## config.mk

```make
export PLATFORM = sky130hd
export DESIGN_NAME = vu_bus_master
export DESIGN_NICKNAME = d
export VERILOG_FILES = /design/src/rtl/vu_bus_master.sv
export SDC_FILE = /design/constraint.sdc
export NUM_CORES = 1
export LEC_CHECK = 0
export ABC_AREA = 0
export CAP_MARGIN = 20
export CORE_AREA = 2 2 110 85
export DETAILED_ROUTE_END_ITERATION = 8
export DIE_AREA = 0 0 112 87
export PLACE_DENSITY = 0.66
export SYNTH_ARGS = -nofsm -noshare
export SYNTH_HDL_FRONTEND = slang
export SYNTH_SLANG_ARGS = --single-unit
```

## constraint.sdc

```tcl
create_clock -name clk -period 5.7 [get_ports clk]
set_input_delay 1.14 -clock clk [delete_from_list [all_inputs] [get_ports clk]]
set_output_delay 1.14 -clock clk [all_outputs]
set_load 0.02 [all_outputs]
```

## src/rtl/vu_bus_master.sv

```systemverilog
// Vector-06C host-side VU bus cycle generator: turns single memory/I-O transfer
// requests into the full status/address/strobe sequence and samples the board's reply.
module vu_bus_master #(
    parameter int unsigned PH = 4
) (
    input  logic        clk,
    input  logic        reset_n,
    input  logic        req_valid,
    output logic        req_ready,
    input  logic [1:0]  req_op,
    input  logic [15:0] req_addr,
    input  logic [7:0]  req_wdata,
    input  logic        req_stack,
    output logic        rsp_valid,
    output logic [7:0]  rsp_rdata,
    output logic        rsp_blk,
    output logic [7:0]  vu_shap_n,
    output logic [7:0]  vu_shavv_n,
    output logic [7:0]  vu_shd_o,
    output logic        vu_shd_oe,
    input  logic [7:0]  vu_shd_i,
    output logic        vu_ras_n,
    output logic        vu_cas_n,
    output logic        vu_zpzu_n,
    output logic        vu_chtzu_n,
    output logic        vu_chtvv_n,
    output logic        vu_zpvv_n,
    output logic        vu_stack,
    output logic        vu_strob_sost,
    input  logic        vu_blk_n
);

    localparam int unsigned CW    = 4;
    localparam logic [CW-1:0] PH_M1 = CW'(PH - 1);

    typedef enum logic [2:0] {
        S_IDLE, S_STATUS, S_STHOLD, S_ASET, S_RAS, S_CSET, S_STROBE, S_RELEASE
    } state_e;

    state_e        state_q, state_d;
    logic [CW-1:0] cnt_q, cnt_d;
    logic          half_q, half_d;
    logic [1:0]    op_q, op_d;
    logic [15:0]   addr_q, addr_d;
    logic [7:0]    wdata_q, wdata_d;
    logic          stack_q, stack_d;
    logic          sample_c;

    logic       ready_q, ready_d, rvalid_q, rvalid_d, rblk_q, rblk_d;
    logic [7:0] rdata_q, rdata_d, shap_q, shap_d, shavv_q, shavv_d, shd_q, shd_d;
    logic       oe_q, oe_d, ras_q, ras_d, cas_q, cas_d, zpzu_q, zpzu_d, chtzu_q, chtzu_d;
    logic       chtvv_q, chtvv_d, zpvv_q, zpvv_d, stk_q, stk_d, sost_q, sost_d;
    logic       is_io, is_wr;
    logic [7:0] psw;

    // State, phase counter and latched request
    always_ff @(posedge clk or negedge reset_n) begin
        if (!reset_n) begin
            state_q <= S_IDLE;
            cnt_q   <= '0;
            half_q  <= 1'b0;
            op_q    <= '0;
            addr_q  <= '0;
            wdata_q <= '0;
            stack_q <= 1'b0;
        end else begin
            state_q <= state_d;
            cnt_q   <= cnt_d;
            half_q  <= half_d;
            op_q    <= op_d;
            addr_q  <= addr_d;
            wdata_q <= wdata_d;
            stack_q <= stack_d;
        end
    end

    // Next state, then bus outputs decoded from the state being entered
    always_comb begin
        state_d  = state_q;
        cnt_d    = cnt_q;
        half_d   = half_q;
        op_d     = op_q;
        addr_d   = addr_q;
        wdata_d  = wdata_q;
        stack_d  = stack_q;
        sample_c = 1'b0;

        case (state_q)
            S_IDLE: if (req_valid) begin
                state_d = S_STATUS;
                cnt_d   = PH_M1;
                op_d    = req_op;
                addr_d  = req_addr;
                wdata_d = req_wdata;
                stack_d = req_stack & ~req_op[1];
            end
            S_STATUS: begin
                if (cnt_q == '0) state_d = S_STHOLD;
                else             cnt_d   = cnt_q - CW'(1);
            end
            S_STHOLD: state_d = S_ASET;
            S_ASET: begin
                state_d = op_q[1] ? S_STROBE : S_RAS;
                cnt_d   = PH_M1;
                half_d  = 1'b0;
            end
            S_RAS: begin
                if (cnt_q == '0) state_d = S_CSET;
                else             cnt_d   = cnt_q - CW'(1);
            end
            S_CSET: begin
                state_d = S_STROBE;
                cnt_d   = PH_M1;
                half_d  = 1'b0;
            end
            // Strobe is two PH halves so a 4-bit counter covers 2*PH
            S_STROBE: begin
                if (cnt_q != '0) begin
                    cnt_d = cnt_q - CW'(1);
                end else if (!half_q) begin
                    half_d = 1'b1;
                    cnt_d  = PH_M1;
                end else begin
                    state_d  = S_RELEASE;
                    sample_c = 1'b1;
                end
            end
            S_RELEASE: state_d = S_IDLE;
            default:   state_d = S_IDLE;
        endcase

        is_io = op_d[1];
        is_wr = op_d[0];
        case (op_d)
            2'b00:   psw = 8'h82;
            2'b01:   psw = 8'h00;
            2'b10:   psw = 8'h42;
            default: psw = 8'h10;
        endcase
        psw = psw | {5'b0, stack_d, 2'b0};

        ready_d  = 1'b0;
        rvalid_d = 1'b0;
        rdata_d  = (sample_c && !is_wr) ? vu_shd_i : rdata_q;
        rblk_d   = sample_c ? ~vu_blk_n : rblk_q;
        shap_d   = 8'hFF;
        shavv_d  = 8'hFF;
        shd_d    = 8'h00;
        oe_d     = 1'b0;
        ras_d    = 1'b1;
        cas_d    = 1'b1;
        zpzu_d   = 1'b1;
        chtzu_d  = 1'b1;
        chtvv_d  = 1'b1;
        zpvv_d   = 1'b1;
        stk_d    = 1'b0;
        sost_d   = 1'b0;

        case (state_d)
            S_IDLE: ready_d = 1'b1;
            S_STATUS: begin
                oe_d = 1'b1; shd_d = psw; sost_d = 1'b1; stk_d = stack_d;
            end
            S_STHOLD: begin
                oe_d = 1'b1; shd_d = psw; stk_d = stack_d;
            end
            S_ASET: begin
                stk_d = stack_d;
                if (is_io) begin
                    shavv_d = ~addr_d[7:0];
                    if (is_wr) begin oe_d = 1'b1; shd_d = wdata_d; end
                end else begin
                    shap_d = ~addr_d[7:0];
                    if (is_wr) begin oe_d = 1'b1; shd_d = psw; end
                end
            end
            S_RAS: begin
                stk_d = stack_d; shap_d = ~addr_d[7:0]; ras_d = 1'b0;
                if (is_wr) begin oe_d = 1'b1; shd_d = psw; end
            end
            S_CSET: begin
                stk_d = stack_d; shap_d = ~addr_d[15:8]; ras_d = 1'b0;
                if (is_wr) begin oe_d = 1'b1; shd_d = wdata_d; end
            end
            S_STROBE: begin
                stk_d = stack_d;
                if (is_wr) begin oe_d = 1'b1; shd_d = wdata_d; end
                if (is_io) begin
                    shavv_d = ~addr_d[7:0];
                    if (is_wr) zpvv_d = 1'b0; else chtvv_d = 1'b0;
                end else begin
                    shap_d = ~addr_d[15:8]; ras_d = 1'b0; cas_d = 1'b0;
                    if (is_wr) zpzu_d = 1'b0; else chtzu_d = 1'b0;
                end
            end
            S_RELEASE: rvalid_d = 1'b1;
            default: ;
        endcase
    end

    // Registered bus and response outputs
    always_ff @(posedge clk or negedge reset_n) begin
        if (!reset_n) begin
            ready_q <= 1'b1;  rvalid_q <= 1'b0;  rdata_q <= '0;  rblk_q <= 1'b0;
            shap_q  <= 8'hFF; shavv_q  <= 8'hFF; shd_q   <= '0;  oe_q   <= 1'b0;
            ras_q   <= 1'b1;  cas_q    <= 1'b1;  zpzu_q  <= 1'b1; chtzu_q <= 1'b1;
            chtvv_q <= 1'b1;  zpvv_q   <= 1'b1;  stk_q   <= 1'b0; sost_q  <= 1'b0;
        end else begin
            ready_q <= ready_d; rvalid_q <= rvalid_d; rdata_q <= rdata_d; rblk_q <= rblk_d;
            shap_q  <= shap_d;  shavv_q  <= shavv_d;  shd_q   <= shd_d;   oe_q   <= oe_d;
            ras_q   <= ras_d;   cas_q    <= cas_d;    zpzu_q  <= zpzu_d;  chtzu_q <= chtzu_d;
            chtvv_q <= chtvv_d; zpvv_q   <= zpvv_d;   stk_q   <= stk_d;   sost_q  <= sost_d;
        end
    end

    assign req_ready     = ready_q;
    assign rsp_valid     = rvalid_q;
    assign rsp_rdata     = rdata_q;
    assign rsp_blk       = rblk_q;
    assign vu_shap_n     = shap_q;
    assign vu_shavv_n    = shavv_q;
    assign vu_shd_o      = shd_q;
    assign vu_shd_oe     = oe_q;
    assign vu_ras_n      = ras_q;
    assign vu_cas_n      = cas_q;
    assign vu_zpzu_n     = zpzu_q;
    assign vu_chtzu_n    = chtzu_q;
    assign vu_chtvv_n    = chtvv_q;
    assign vu_zpvv_n     = zpvv_q;
    assign vu_stack      = stk_q;
    assign vu_strob_sost = sost_q;

endmodule

```

* After elaboration in Yosys (flattened, before gate mapping)
Index checks and enable logic that the tools add are counted.
Word-level totals: input bits 39, logic and storage cells 122, output and inout port bits 44, register bits 79
Operators by class: reductions and logical operators 19, multiplexer cells 53, bitwise operators 6, $add $sub $neg 1, eq/ne operators 20
Operators by type and width (number):
- two-way mux 8 bit | 9
- one-hot mux 8 bit (4 select lines) | 2
- two-way mux 16 bit | 2
- equality test 3 bit (second input constant) | 8
- one-hot mux 3 bit (8 select lines) | 1
- one-hot mux 8 bit (3 select lines) | 1
- two-way mux 1 bit | 22
- two-way mux 4 bit | 4
- NOT 8 bit | 2
- one-hot mux 4 bit (4 select lines) | 1
- two-way mux 3 bit | 5
- equality test 3 x 2 -> 1 bit (second input constant) | 4
- OR reduction 2 bit | 6
- OR 8 x 3 -> 8 bit | 1
- nonzero test 4 bit | 2
- equality test 3 x 1 -> 1 bit (second input constant) | 2
- logical NOT 3 bit | 2
- two-way mux 2 bit | 3
- inequality test 2 bit (second input constant) | 3
- one-hot mux 1 bit (2 select lines) | 3
- OR reduction 6 bit | 1
- logical NOT 4 bit | 1
- AND reduction 4 bit | 1
- OR reduction 4 bit | 1
- 11 further kinds | 12

* Depth between registers and ports, before layout
depth after elaboration 8, depth in mapped cells 8, depth with buffers taken out 7

* Worst setup path before layout
No wires, ideal clock.
path kind input -> register, start input req_valid, end register shd_q[4], in the netlist vu_shd_o[4], path slack 2.992 ns, library setup time 0.136 ns, data required time 5.564 ns, data arrival time 2.573 ns, buffers on the path 0, stages 6, cell sequence nor4b_1 -> mux2i_1 -> clkinv_1 -> nand2b_1 -> nand3b_1 -> o31ai_1
Between the ends: word-level cells in the longest chain between the ends 8, elaborated cells on any way between the ends 23, classes of those cells eq/ne (8); mux (11); bitwise (1); reduce/logical (3)
Ends and longest elaborated chain:
- start: declaration | line 8 | input logic req_valid,
- two-way mux 2 bit (*) | line 89 | S_IDLE: if (req_valid) begin
- two-way mux 2 bit (*) | line 88 | case (state_q)
- named net op_d[0] | line 43 | logic [1:0] op_q, op_d;
- equality test 2 bit (tied with other cells) | line 134 | case (op_d)
- one-hot mux 8 bit (3 select lines) | line 134
- OR 8 x 3 -> 8 bit | line 140 | psw = psw | {5'b0, stack_d, 2'b0};
- two-way mux 8 bit | line 174, 179
- two-way mux 8 bit | line 169 | if (is_io) begin
- one-hot mux 8 bit (4 select lines) (*) | line 159 | case (state_d)
- named net shd_d[4] | line 50 | logic [7:0] rdata_q, rdata_d, shap_q, shap_d, shavv_q, shavv_d, shd_q, shd_d;
- end signal: assignment | line 205 | shap_q <= 8'hFF; shavv_q <= 8'hFF; shd_q <= '0; oe_q <= 1'b0;
- end signal: assignment | line 210 | shap_q <= shap_d; shavv_q <= shavv_d; shd_q <= shd_d; oe_q <= oe_d;
- end: declaration | line 50
The timed path passes the listed nets; every way through them passes the cells marked *. A chain may end at the register's enable or synchronous reset.

* Worst setup path after layout
Same ends and word-level chain as after synthesis.

==> results.sh <==
export IMPL_netlist_area_um2=3410
export IMPL_routabilityCongestion=0.849
export IMPL_start_util=0.388
export IMPL_yosysMostFrequentCell="dfrtp_1"
export IMPL_synth_largest_area_cell="dfrtp_1"
export IMPL_vdd_drop_max_v=0.000302
export IMPL_muxShareOfSynthArea=0.114
export IMPL_hold_start="wdata_q[4]"
export IMPL_die_w_um=112
export IMPL_row_count=30
export IMPL_synth_top_family_by_area="compound AO/OA/AOI/OAI gates"
export IMPL_cap_violations=0
export IMPL_p_int_mw=1.71
export IMPL_viasPerCell=5.05
export IMPL_antenna_cells=0
export IMPL_syn_num_nets=330
export IMPL_vias=2457
export IMPL_port_buffers=82
export IMPL_wl_per_cell_um=15.8
export IMPL_overflow=0
export IMPL_setup_tns_final_ns=0
export IMPL_synth_fa_ha_area_frac=0.00367
export IMPL_multi_input_area_um2=1260
export IMPL_core_area_um2=8780
export IMPL_die_h_um=87
export IMPL_crit_fanout=29
export IMPL_groute_usage_overall=0.168
export IMPL_slew_headroom=0.315
export IMPL_cp_required_ns=5.89
export IMPL_powerDensity_nw_per_um2=588
export IMPL_stdcell_count=487
export IMPL_synth_compound_area_frac=0.128
export IMPL_synth_edff_count=0
export IMPL_async_reset_ff_frac=1.00
export IMPL_worst_setup_path_end_kind="flip-flop"
export IMPL_yosysWarnings=0
export IMPL_finalNetCount=410
export IMPL_synthCells=290
export IMPL_die_area_um2=9740
export IMPL_yosys_area_share_simple=0.118
export IMPL_yosysSeqAreaShare=0.588
export IMPL_cts_sinks=79
export IMPL_tightest_slew_ns=1.03
export IMPL_antenna_found_initial=0
export IMPL_power_share_sequential=0.359
export IMPL_drtIter0Drc=174
export IMPL_fmax_mhz=283
export IMPL_syn2layout_area_growth_pct=36.0
export IMPL_ant_nets=0
export IMPL_synth_distinct_cells=52
export IMPL_fin_crit_ns=3.54
export IMPL_drive_above_1_share=0.187
export IMPL_clk_latency_ns=0.33
export IMPL_avgSynthCellArea_um2=11.8
export IMPL_clkPwrFrac=0.230
export IMPL_holdBufCountCts=0
export IMPL_fillCellCount=782
export IMPL_cts_buffers=9
export IMPL_post_route_period_util=0.620
export IMPL_finalHoldViolCount=0
export IMPL_crit_path_start_kind="input port"
export IMPL_synth_seq_cells=79
export IMPL_grt_max_degree=80
export IMPL_htree_levels=3
export IMPL_clock_root_buffer="clkbuf_16"
export IMPL_synthTopCellsByArea="dfrtp_1, dfstp_2, mux2_2"
export IMPL_grt_setup_unrepaired="no"
export IMPL_crit_arrival_ns=3.73
export IMPL_drt_wl_total_um=7700
export IMPL_seq_area_um2=2010
export IMPL_cts_tree="yes"
export IMPL_postCtsSetupRepairBufs=0
export IMPL_rrSetupSlack_ns=2.68
export IMPL_crit_start="req_valid"
export IMPL_reg2reg_from="state_q[0]"
export IMPL_switching_share=0.373
export IMPL_dp_cells=471
export IMPL_yosysTopAreaCellShare=0.411
export IMPL_cts_buffer_depth=2
export IMPL_combinationalPowerShare=0.411
export IMPL_setup_viol=0
export IMPL_power_switching_mw=1.02
export IMPL_synthFlopType="dfrtp_1"
export IMPL_slew_viol_final=0
export IMPL_grt_pass1_vias=2520
export IMPL_num_io_pins=83
export IMPL_outcome="completed"
export IMPL_p_leak_nw=1.94
export IMPL_grt_pass1_wl_um=12800
export IMPL_hp_class="reg2reg"
export IMPL_yosys_top_cells_count="dfrtp_1, mux2_2, dfstp_2, inv_1"
export IMPL_dp_hpwl_um=5270
export IMPL_crit_type="in2reg"
export IMPL_synthXorXnorAreaFrac=0.00513
export IMPL_clk_pin_slew_ns=0.06
export IMPL_fin_skew_ns=0.00372
export IMPL_fin_util=0.528
export IMPL_drt_pass1_iter_count=5
export IMPL_postCtsResizedCells=0
export IMPL_drc=0
## placed cells by master (no fill, tap or decap), types with 11 or more instances in the layout
cell type	count
nand2_1	16
clkdlybuf4s50_1	81
mux2i_1	12
inv_1	19
o21ai_0	15
nand2b_1	11
a21oi_1	16
dfstp_2	23
dfrtp_1	56
mux2_2	24
## metal layers
metal	GRT usage	share of wire	up-vias
li1	-	-	1175
met1	0.239	0.49	1197
met5	0	0	-
met3	0.0557	0.075	4
met4	0.0466	0.0043	0
met2	0.250	0.43	81
## cell families (layout without fill, tap and decap cells)
family	Yosys count	after routing
AO/OA/AOI/OAI	67	67
XOR/XNOR	2	2
adder cells (fa/ha/maj)	1	1
buffers and inverters	34	119
flip-flops	79	79
multiplexers	36	36
AND/OR/NAND/NOR	71	71
## power groups by stage
stage          clock (mW)  sequential (mW)  combinational [mW]
6_report            0.626            0.980                1.12
5_1_grt             0.666             1.01                1.24
4_1_cts             0.641            0.982                1.13
3_5_place_dp            0            0.989                1.12
3_3_place_gp            0            0.983                1.11
2_1_floorplan           0             1.03               0.688
## through the flow
step           total power [mW]  cell area [µm²]  hold WS [ns]  worst slack, ns
2_1_floorplan              1.72             3410         0.446             2.99
3_3_place_gp               2.09             4310         0.477             1.97
3_5_place_dp               2.11             4310         0.481             1.80
4_1_cts                    2.75             4640         0.496             2.15
5_1_grt                    2.92             4640         0.508             1.94
6_report                   2.73             4640         0.489             2.16
## state kept, by name, indices dropped and copies added (netlist names)
name / count
rsp_rdata: 8
vu_ras_n: 1
rsp_valid: 1
vu_cas_n: 1
vu_shavv_n: 8
cnt_q: 4
vu_stack: 1
vu_chtzu_n: 1
half_q: 1
vu_strob_sost: 1
vu_shd_o: 8
vu_zpzu_n: 1
rsp_blk: 1
req_ready: 1
vu_shd_oe: 1
vu_chtvv_n: 1
state_q: 3
vu_shap_n: 8
vu_zpvv_n: 1
wdata_q: 8
stack_q: 1
addr_q: 16
op_q: 2
## worst max-delay path: stages
cell and delay (ns):
clkdlybuf4s50_1 0.53, nor4b_2 0.22, buf_4 0.44, mux2i_1 0.53, clkinv_1 0.39, nand2b_1 0.26, nand3b_1 0.13, o31ai_1 0.08
## path summary, 6_finish.rpt
path	end	depth (start not counted)
max reg2reg	vu_shd_o[4]	7
min in group asynchronous	addr_q[12]	1
min	wdata_q[4]	2
min reg2reg	wdata_q[4]	2
max in group asynchronous	addr_q[5]	1
max	vu_shd_o[4]	8
## area by class of cell
class | count | share of cell area
Timing Repair Buffer | 83 | 0.178
Inverter | 20 | 0.0162
Tap cell | 112 | 0.0302
Sequential cell | 79 | 0.432
Clock inverter | 7 | 0.0224
Multi-Input combinational cell | 177 | 0.273
Clock buffer | 9 | 0.0485
Note: power is estimated with default switching activity, not from simulation.
